<file path="src/rtl/mem_pkg.sv">
// Shared encodings for the MEM-stage load/store unit.
package mem_pkg;

  // Access size, i_mem_op[1:0]
  localparam logic [1:0] SZ_BYTE = 2'b00;
  localparam logic [1:0] SZ_HALF = 2'b01;
  localparam logic [1:0] SZ_RSVD = 2'b10;
  localparam logic [1:0] SZ_WORD = 2'b11;

  // Exception codes reported with o_done
  localparam logic [1:0] EXC_NONE     = 2'b00;
  localparam logic [1:0] EXC_LD_ALIGN = 2'b01;
  localparam logic [1:0] EXC_ST_ALIGN = 2'b10;
  localparam logic [1:0] EXC_BAD_SIZE = 2'b11;

  // Controller states
  localparam logic [1:0] ST_IDLE  = 2'b00;
  localparam logic [1:0] ST_REQ   = 2'b01;
  localparam logic [1:0] ST_DONE  = 2'b10;
  localparam logic [1:0] ST_FAULT = 2'b11;

  // Reserved size wins over alignment; bytes can never be misaligned.
  function automatic logic [1:0] access_exc(input logic       is_store,
                                            input logic [1:0] size,
                                            input logic [1:0] addr_lo);
    logic misaligned;
    misaligned = 1'b0;
    if (size == SZ_HALF) misaligned = addr_lo[0];
    if (size == SZ_WORD) misaligned = (addr_lo != 2'b00);
    if (size == SZ_RSVD)  return EXC_BAD_SIZE;
    else if (misaligned)  return is_store ? EXC_ST_ALIGN : EXC_LD_ALIGN;
    else                  return EXC_NONE;
  endfunction

endpackage

</file>
<file path="src/rtl/mem_lane_align.sv">
// Byte-lane steering: store enables/replication and load extraction/extension.
module mem_lane_align
  import mem_pkg::*;
(
  input  logic [1:0]  i_size,
  input  logic [1:0]  i_addr_lo,
  input  logic        i_unsigned,
  input  logic [31:0] i_wr_data,
  input  logic [31:0] i_rd_word,
  output logic [3:0]  o_be,
  output logic [31:0] o_wdata,
  output logic [31:0] o_ld_data
);

  logic [31:0] rd_shift;
  logic [7:0]  ld_byte;
  logic [15:0] ld_half;

  // Little-endian: the addressed lane is moved down to bit 0.
  assign rd_shift = i_rd_word >> {i_addr_lo, 3'b000};
  assign ld_byte  = rd_shift[7:0];
  assign ld_half  = i_addr_lo[1] ? i_rd_word[31:16] : i_rd_word[15:0];

  // Size-dependent lane enables, replicated write data and extended load data
  always_comb begin
    o_be      = 4'b0000;
    o_wdata   = i_wr_data;
    o_ld_data = i_rd_word;
    case (i_size)
      SZ_BYTE: begin
        o_be      = 4'b0001 << i_addr_lo;
        o_wdata   = {4{i_wr_data[7:0]}};
        o_ld_data = {{24{~i_unsigned & ld_byte[7]}}, ld_byte};
      end
      SZ_HALF: begin
        o_be      = 4'b0011 << {i_addr_lo[1], 1'b0};
        o_wdata   = {2{i_wr_data[15:0]}};
        o_ld_data = {{16{~i_unsigned & ld_half[15]}}, ld_half};
      end
      SZ_WORD: begin
        o_be = 4'b1111;
      end
      default: begin
        o_be = 4'b0000;
      end
    endcase
  end

endmodule

</file>
<file path="src/rtl/mem_access_unit.sv">
// MEM-stage load/store unit: alignment check plus one req/ack data-memory access.
//
// state    | meaning
// ---------+--------------------------------------------------
// ST_IDLE  | waiting for i_start
// ST_REQ   | o_mem_req held high until i_mem_ack
// ST_DONE  | o_done pulse, no exception
// ST_FAULT | o_done pulse with exception, no memory access made
module mem_access_unit
  import mem_pkg::*;
#(
  parameter int DATA_W = 32,
  parameter int ADDR_W = 32
) (
  input  logic              i_clk,
  input  logic              i_rst_n,
  input  logic              i_start,
  input  logic [2:0]        i_mem_op,
  input  logic              i_unsigned,
  input  logic [ADDR_W-1:0] i_eff_addr,
  input  logic [DATA_W-1:0] i_wr_data,
  output logic              o_busy,
  output logic              o_done,
  output logic [DATA_W-1:0] o_rd_data,
  output logic [1:0]        o_exception,
  output logic              o_mem_req,
  output logic              o_mem_we,
  output logic [ADDR_W-1:0] o_mem_addr,
  output logic [3:0]        o_mem_be,
  output logic [DATA_W-1:0] o_mem_wdata,
  input  logic              i_mem_ack,
  input  logic [DATA_W-1:0] i_mem_rdata
);

  logic [1:0]        state_q, state_d;
  logic [2:0]        op_q, op_d;
  logic              uns_q, uns_d;
  logic [1:0]        addr_lo_q, addr_lo_d;
  logic              busy_q, busy_d;
  logic              done_q, done_d;
  logic [DATA_W-1:0] rd_data_q, rd_data_d;
  logic [1:0]        exc_q, exc_d;
  logic              req_q, req_d;
  logic              we_q, we_d;
  logic [ADDR_W-1:0] maddr_q, maddr_d;
  logic [3:0]        be_q, be_d;
  logic [DATA_W-1:0] wdata_q, wdata_d;

  logic [1:0]  la_size;
  logic [1:0]  la_addr_lo;
  logic [3:0]  la_be;
  logic [31:0] la_wdata;
  logic [31:0] la_ld_data;
  logic [1:0]  start_exc;

  // The lane logic serves the incoming request in IDLE (enables, store
  // data) and the latched request in REQ (load extraction), never both.
  assign la_size    = (state_q == ST_IDLE) ? i_mem_op[1:0]   : op_q[1:0];
  assign la_addr_lo = (state_q == ST_IDLE) ? i_eff_addr[1:0] : addr_lo_q;
  assign start_exc  = access_exc(i_mem_op[2], i_mem_op[1:0], i_eff_addr[1:0]);

  mem_lane_align u_lane (
    .i_size     (la_size),
    .i_addr_lo  (la_addr_lo),
    .i_unsigned (uns_q),
    .i_wr_data  (i_wr_data),
    .i_rd_word  (i_mem_rdata),
    .o_be       (la_be),
    .o_wdata    (la_wdata),
    .o_ld_data  (la_ld_data)
  );

  // Next-state and next-output logic; every output comes straight from a flop
  always_comb begin
    state_d   = state_q;
    op_d      = op_q;
    uns_d     = uns_q;
    addr_lo_d = addr_lo_q;
    busy_d    = busy_q;
    done_d    = 1'b0;
    rd_data_d = rd_data_q;
    exc_d     = exc_q;
    req_d     = req_q;
    we_d      = we_q;
    maddr_d   = maddr_q;
    be_d      = be_q;
    wdata_d   = wdata_q;
    case (state_q)
      ST_IDLE: begin
        if (i_start) begin
          op_d      = i_mem_op;
          uns_d     = i_unsigned;
          addr_lo_d = i_eff_addr[1:0];
          busy_d    = 1'b1;
          if (start_exc != EXC_NONE) begin
            state_d = ST_FAULT;
            done_d  = 1'b1;
            exc_d   = start_exc;
          end else begin
            state_d = ST_REQ;
            req_d   = 1'b1;
            we_d    = i_mem_op[2];
            maddr_d = {i_eff_addr[ADDR_W-1:2], 2'b00};
            be_d    = la_be;
            wdata_d = la_wdata;
          end
        end
      end
      ST_REQ: begin
        if (i_mem_ack) begin
          state_d = ST_DONE;
          done_d  = 1'b1;
          exc_d   = EXC_NONE;
          req_d   = 1'b0;
          we_d    = 1'b0;
          maddr_d = '0;
          be_d    = 4'b0000;
          wdata_d = '0;
          if (!op_q[2]) rd_data_d = la_ld_data;
        end
      end
      default: begin
        state_d = ST_IDLE;
        busy_d  = 1'b0;
      end
    endcase
  end

  // State and output registers; reset abandons any in-flight request
  always_ff @(posedge i_clk or negedge i_rst_n) begin
    if (!i_rst_n) begin
      state_q   <= ST_IDLE;
      op_q      <= 3'b000;
      uns_q     <= 1'b0;
      addr_lo_q <= 2'b00;
      busy_q    <= 1'b0;
      done_q    <= 1'b0;
      rd_data_q <= '0;
      exc_q     <= EXC_NONE;
      req_q     <= 1'b0;
      we_q      <= 1'b0;
      maddr_q   <= '0;
      be_q      <= 4'b0000;
      wdata_q   <= '0;
    end else begin
      state_q   <= state_d;
      op_q      <= op_d;
      uns_q     <= uns_d;
      addr_lo_q <= addr_lo_d;
      busy_q    <= busy_d;
      done_q    <= done_d;
      rd_data_q <= rd_data_d;
      exc_q     <= exc_d;
      req_q     <= req_d;
      we_q      <= we_d;
      maddr_q   <= maddr_d;
      be_q      <= be_d;
      wdata_q   <= wdata_d;
    end
  end

  assign o_busy      = busy_q;
  assign o_done      = done_q;
  assign o_rd_data   = rd_data_q;
  assign o_exception = exc_q;
  assign o_mem_req   = req_q;
  assign o_mem_we    = we_q;
  assign o_mem_addr  = maddr_q;
  assign o_mem_be    = be_q;
  assign o_mem_wdata = wdata_q;

endmodule

</file>
<file path="config.mk">
export PLATFORM = sky130hd
export DESIGN_NAME = mem_access_unit
export DESIGN_NICKNAME = d
export VERILOG_FILES = /design/src/rtl/mem_pkg.sv /design/src/rtl/mem_lane_align.sv /design/src/rtl/mem_access_unit.sv
export SDC_FILE = /design/constraint.sdc
export NUM_CORES = 1
export LEC_CHECK = 0
export CAP_MARGIN = 40
export CORE_UTILIZATION = 45
export DETAILED_ROUTE_END_ITERATION = 10
export GPL_TIMING_DRIVEN = 0
export MAX_ROUTING_LAYER = met4
export PLACE_DENSITY = 0.91
export SLEW_MARGIN = 15
export SYNTH_ARGS = -nofsm -noshare
export SYNTH_HDL_FRONTEND = slang
export SYNTH_HIERARCHICAL = 1
export SYNTH_SLANG_ARGS = --single-unit
</file>
<file path="constraint.sdc">
create_clock -name i_clk -period 2.7 [get_ports i_clk]
set_input_delay 0.405 -clock i_clk [delete_from_list [all_inputs] [get_ports i_clk]]
set_output_delay 0.405 -clock i_clk [all_outputs]
set_load 0.02 [all_outputs]
</file>
==> results of run 1 <==
[power by group through the flow]
stage               logic [mW]  registers, mW  clock network (mW)
global placement          5.75           2.93                   0
floorplan                 2.67           3.77                   0
detailed placement        5.90           2.97                   0
CTS                       5.93           2.95                1.49
global route              6.25           3.04                1.56
finish                    5.94           2.95                1.48
[registers in the layout, indices dropped and copies added, names as in the netlist]
name	count
op_q	3
o_mem_addr	30
o_rd_data	32
o_exception	2
o_busy	1
addr_lo_q	2
o_done	1
uns_q	1
o_mem_we	1
o_mem_req	1
o_mem_be	4
o_mem_wdata	32
state_q	2
[worst paths after layout]
kind,start,end,cells past startpoint
worst max register to register,state_q[1],o_rd_data[15],6
min in group asynchronous,i_rst_n,o_rd_data[9],2
worst max-delay path,state_q[1],o_rd_data[15],6
worst min register to register,addr_lo_q[1],addr_lo_q[1],2
max in group asynchronous,i_rst_n,o_mem_wdata[16],3
worst min-delay path,addr_lo_q[1],addr_lo_q[1],2
[final cells by class]
class                   instances  area [um^2]
repair buffers                209         2110
plain buffers                  45          359
inverters                      13         48.8
flip-flops and latches        112         2800
well taps                     168          210
clock inverters                 7          103
fillers                       855         3830
clock buffers                   9          225
multi-input cells             297         2370
[metrics by stage]
stage | total power, mW | setup TNS [ns] | hold slack, ns | utilization (%)
final | 10.4 | 0 | 0.490 | 68.2
after global placement | 8.67 | -325.78 | 0.458 | 65.2
after floorplan | 6.43 | 0 | 0.109 | -
after CTS | 10.4 | 0 | 0.484 | 68.2
after global routing | 10.8 | 0 | 0.519 | 68.2
after detailed placement | 8.87 | -0.0955 | 0.356 | 65.4
[what timing repair did]
action | in CTS | in global routing
gates resized for setup | 0 | 0
hold endpoints to repair | 42 | 0
hold buffers | 1 | 0
setup buffers | 0 | 0
[tightest hold or removal path, stage by stage, from the launching register on]
cell,delay (ns)
dfrtp_1,0.34
nand2_1,0.05
nand2_1,0.06
[cells in the mapped netlist (2+ instances only)]
| cell | instances |
|---|---|
| dfrtp_1 | 112 |
| a22o_1 | 66 |
| nand2_1 | 53 |
| mux2_4 | 31 |
| nor2_1 | 31 |
| mux2i_1 | 18 |
| mux2_2 | 17 |
| o22ai_1 | 17 |
| buf_2 | 13 |
| buf_6 | 13 |
| inv_1 | 12 |
| o21ai_0 | 12 |
| buf_4 | 11 |
| a21oi_1 | 7 |
| a221o_1 | 7 |
| clkbuf_1 | 4 |
| nand2b_1 | 4 |
| o221ai_1 | 4 |
| o221ai_2 | 4 |
| buf_8 | 3 |
| and2_4 | 2 |
| nor2b_1 | 2 |
[layer usage]
metal,global-route usage (%),share of wire (%)
met2,46.8,51
met3,4.87,6.7
met4,10.4,2.5
met5,-,0
met1,32.6,40
[logic make-up (layout without fill, tap and decap cells)]
family,Yosys count,after routing,share of synthesized area [%]
AND/OR/NAND/NOR,101,101,8.15
AO/OA/AOI/OAI,128,128,19.2
multiplexers,66,66,15.0
buffers and inverters,58,283,7.32
flip-flops,112,112,50.3
other,1,2,0.0673
==> impl_metrics.yaml, run 1 <==
status:
  status: "completed"
power_and_ir_drop:
  power_switching_mw: 4.14
  seq_power_share_pct: 28.5
  vdd_drop_max_uv: 657
  switching_share_pct: 39.9
  leakagePower_nw: 3.69
  p_clk_share_pct: 14.3
  internal_power_mw: 6.23
  power_frac_comb_pct: 57.3
  powerDensity_nw_per_um2: 1260
sta:
  max_clock_freq_mhz: 387
  max-slew-margin-rel_pct: 45.1
  rsz0062_at_grt: "false"
  setup_slack_ns: 0.117
  skew_ns: 0.0119
  finalHoldViolCount: 0
  tightest_slew_ns: 0.817
  setup_violations: 0
  post-route-period-util_pct: 95.7
  layout_min_cycle_time_ns: 2.58
  drv_slew: 0
drt:
  vias: 4782
  drt_iter0_drc: 352
  remaining_drc_errors: 0
  via_per_inst: 5.56
  totalWireLength_mm: 16.7
  wl_per_cell_um: 19.4
  firstDrtPassIters: 5
  ant_nets: 0
critical_path:
  reg2reg_setup_slack_ns: 0.12
  path_cells: "nor2_4 > mux2_2 > buf_2 > nor2_1 > a221oi_1 > mux2_4"
  path_buf_inv: 1
  crit_slowest_cell: "nor2_1"
  cpPeakStageDelay_ns: 0.64
  critPathArrivalTime_ns: 2.82
  critical_path.max_fanout: 10
  crit_path_start_kind: "flop"
  worstPathRequired_ns: 2.94
  critPathTopFamily: "simple AND/OR/NAND/NOR gates"
  path_class: "reg -> reg"
  cp-end-kind: "flop"
global_route:
  grtUsageTotal_pct: 27.5
  grt_max_degree: 71
  first_global_vias: 5078
  grt_overflow_total: 0
  antenna_found_initial: 0
  grt_pass1_wl_mm: 26.6
run:
  cap_violations: 0
clock_tree:
  cts_tree: "done"
  h-tree-depth: 3
  cts_sinks: 112
  clock_latency_ns: 0.36
  root_buffer: "clkbuf_16"
  cts_buffers: 9
  cts_max_path_buffers: 2
  clkSlewWorstSetupHoldPaths_ns: 0.07
layout:
  most-common-layout-cells: "clkdlybuf4s50_1 (206), dfrtp_1 (112), a22o_1 (66), nand2_1 (53)"
  final_cell_area_um2: 8230
  layout-drive-gt1-share_pct: 18.1
  nets: 791
  syn_to_final_growth_pct: 47.6
  final_cells: 860
  insertedDiodeCount: 0
  mostFrequentLayoutCell: "clkdlybuf4s50_1"
logic_synthesis:
  ys_types: 45
  ys_ff_latch: 112
  yosys_most_used_dff: "dfrtp_1"
  synth.top_cell.area_share_pct: 50.3
  ys_top_cells_by_area: "dfrtp_1 (50%), a22o_1 (10%), mux2_4 (8.3%)"
  ys.warnings.count: 6
  synth.yosys.seq_area_share_pct: 50.3
  synth_edf_count: 0
  syn_avg_cell_area_um2: 12.0
  yosys.area.top_type: "dfrtp_1"
  syn_area_um2: 5580
  syn-instance-count: 466
  synthArstFlopShare_pct: 100
place:
  placed_cells: 843
  post_dp_cell_area_um2: 7890
  dp_hpwl_mm: 12.3
  routabilityCongestion: 0.879
  post-place-ws_ns: -0.0955
  portBuffers: 207
hold_path:
  min_path_type: "reg -> reg"
floorplan:
  core-area_um2: 12100
  ios: 210
  chipWidth_um: 113
  die-height_um: 113
  rows: 40
  dieArea_um2: 12800
  start_util_pct: 46.2
Power figures use the tool's default switching activity.
==> run 2: changes to the inputs <==
CORE_UTILIZATION = 46   (was 45)
CTS_BUF_LIST = sky130_fd_sc_hd__clkbuf_4 sky130_fd_sc_hd__clkbuf_8   (was default)
PLACE_DENSITY = 0.93   (was 0.91)
==> run 2 against run 1 <==
Net effect:
- the run now ends with design-rule violations left
- fmax rose by 2.7%
- sequential share of layout area rose by 0.67 points
- largest cell class unchanged
- critical endpoint unchanged
- first-iteration DRC count fell by 13%
- count of clock-buffer cells in the layout rose by 2
- sequential cell count did not move
- final cell count fell by 2.9%
==> impl_metrics.yaml, run 2 (synthesis gave the netlist of run 1 again) <==
status:
  status: "complete, but fails checks"
  violations: "design-rule violations"
sta:
  max_clock_freq_mhz: 397
  setup_violations: 0
  max-slew-margin-rel_pct: 51.7
  finalHoldViolCount: 0
  setup_slack_ns: 0.184
  post-route-period-util_pct: 93.2
  drv_slew: 0
  rsz0062_at_grt: "false"
  layout_min_cycle_time_ns: 2.52
  fin_tns_setup_ns: 0
  tightest_slew_ns: 0.719
  skew_ns: 0.00839
floorplan:
  ios: 210
  core-area_um2: 11600
  start_util_pct: 48.0
  rows: 39
  die-height_um: 112
  chipWidth_um: 112
  dieArea_um2: 12600
layout:
  final_cells: 835
  mostFrequentLayoutCell: "clkdlybuf4s50_1"
  syn_to_final_growth_pct: 44.7
  most-common-layout-cells: "clkdlybuf4s50_1 (206), dfrtp_1 (112), a22o_1 (66), nand2_1 (53)"
  layout-drive-gt1-share_pct: 18.1
  insertedDiodeCount: 0
  fill_cells: 808
  nets: 791
drt:
  ant_nets: 0
  drt_iter0_drc: 306
  firstDrtPassIters: 8
  via_per_inst: 5.56
  vias: 4642
  wl_per_cell_um: 19.7
  totalWireLength_mm: 16.4
  remaining_drc_errors: 17
clock_tree:
  clock_latency_ns: 0.38
  cts.repair.resized: 0
  cts_max_path_buffers: 2
  root_buffer: "clkbuf_8"
  h-tree-depth: 3
  clkSlewWorstSetupHoldPaths_ns: 0.11
  cts_setup_buffers: 0
  cts_sinks: 112
  cts_tree: "done"
  cts_buffers: 9
critical_path:
  crit_slowest_cell: "nor2_1"
  path_cells: "nor2_4 > mux2_2 > buf_2 > nor2_1 > a221oi_1 > mux2_4"
  cpPeakStageDelay_ns: 0.58
  critPathArrivalTime_ns: 2.78
  cp-end-kind: "flop"
  crit_path_start_kind: "flop"
  path_class: "reg -> reg"
  worstPathRequired_ns: 2.97
  critical_path.max_fanout: 10
place:
  post-place-ws_ns: 0.0159
  dp_hpwl_mm: 12.2
  routabilityCongestion: 0.888
  placed_cells: 818
  portBuffers: 207
global_route:
  grt_overflow_total: 0
  grt_pass1_wl_mm: 25.9
  first_global_vias: 4839
  grtUsageTotal_pct: 27.5
  grt_max_degree: 90
  antenna_found_initial: 0
power_and_ir_drop:
  powerDensity_nw_per_um2: 1230
  p_total_mw: 9.91
  leakagePower_nw: 3.62
  vdd_drop_max_uv: 707
run:
  cap_violations: 0
hold_path:
  min_path_type: "in -> async"
==> run 2: cell type report <==
type / count / area [um^2] / share of cell area [%]
clock inverter: 5 / 62.6 / 0.775
inverter: 13 / 48.8 / 0.605
timing repair buffer: 209 / 2110 / 26.2
multi-input combinational: 297 / 2370 / 29.3
tap: 143 / 179 / 2.22
sequential: 112 / 2800 / 34.7
buffer: 45 / 359 / 4.45
clock buffer: 11 / 139 / 1.72
==> run 2: path summary, 6_finish.rpt <==
check / from / to / slack (ns) / depth (start not counted)
max: state_q[1] / o_rd_data[15] / 0.18 / 6
min: i_rst_n / o_rd_data[8] / 0.43 / 2
max in group asynchronous: i_rst_n / o_mem_wdata[27] / 1.57 / 3
max reg2reg: state_q[1] / o_rd_data[15] / 0.18 / 6
min in group i_clk: addr_lo_q[1] / addr_lo_q[1] / 0.50 / 2
min reg2reg: addr_lo_q[1] / addr_lo_q[1] / 0.50 / 2
==> run 2: timing repair <==
| action | in CTS | in global routing |
|---|---|---|
| hold buffers | 1 | 0 |
| hold endpoints to repair | 23 | 0 |
| endpoints found under the setup margin | 0 | 0 |
==> run 2: routing by layer <==
layer	global-route usage (%)	vias to the layer above	share of wire (%)
met3	3.83	24	7.0
met4	9.87	0	2.0
li1	-	2126	-
met1	34.5	2264	41
met5	-	-	0
met2	45.8	228	50
==> run 2: where the power goes <==
part | internal, mW | switching, mW
clock network | 0.458 | 0.602
registers | 2.44 | 0.498
logic | 2.96 | 2.95
total | 5.86 | 4.05
==> run 2: through the flow <==
step | util (%) | cell area, um^2 | hold slack (ns)
floorplan | - | 5580 | 0.109
global placement | 67.4 | 7830 | 0.458
finish | 69.5 | 8070 | 0.433
detailed placement | 67.7 | 7860 | 0.280
CTS | 69.5 | 8070 | 0.429
global route | 69.5 | 8070 | 0.432
==> run 2: critical path: cells and delay by family, from the launching register on <==
kind | cells | cell delay, ns
AOI/OAI and AO/OA | 1 | 0.21
buffers and inverters | 1 | 0.22
DFF | 1 | 0.49
muxes | 2 | 0.69
and+or+nand+nor | 2 | 0.79
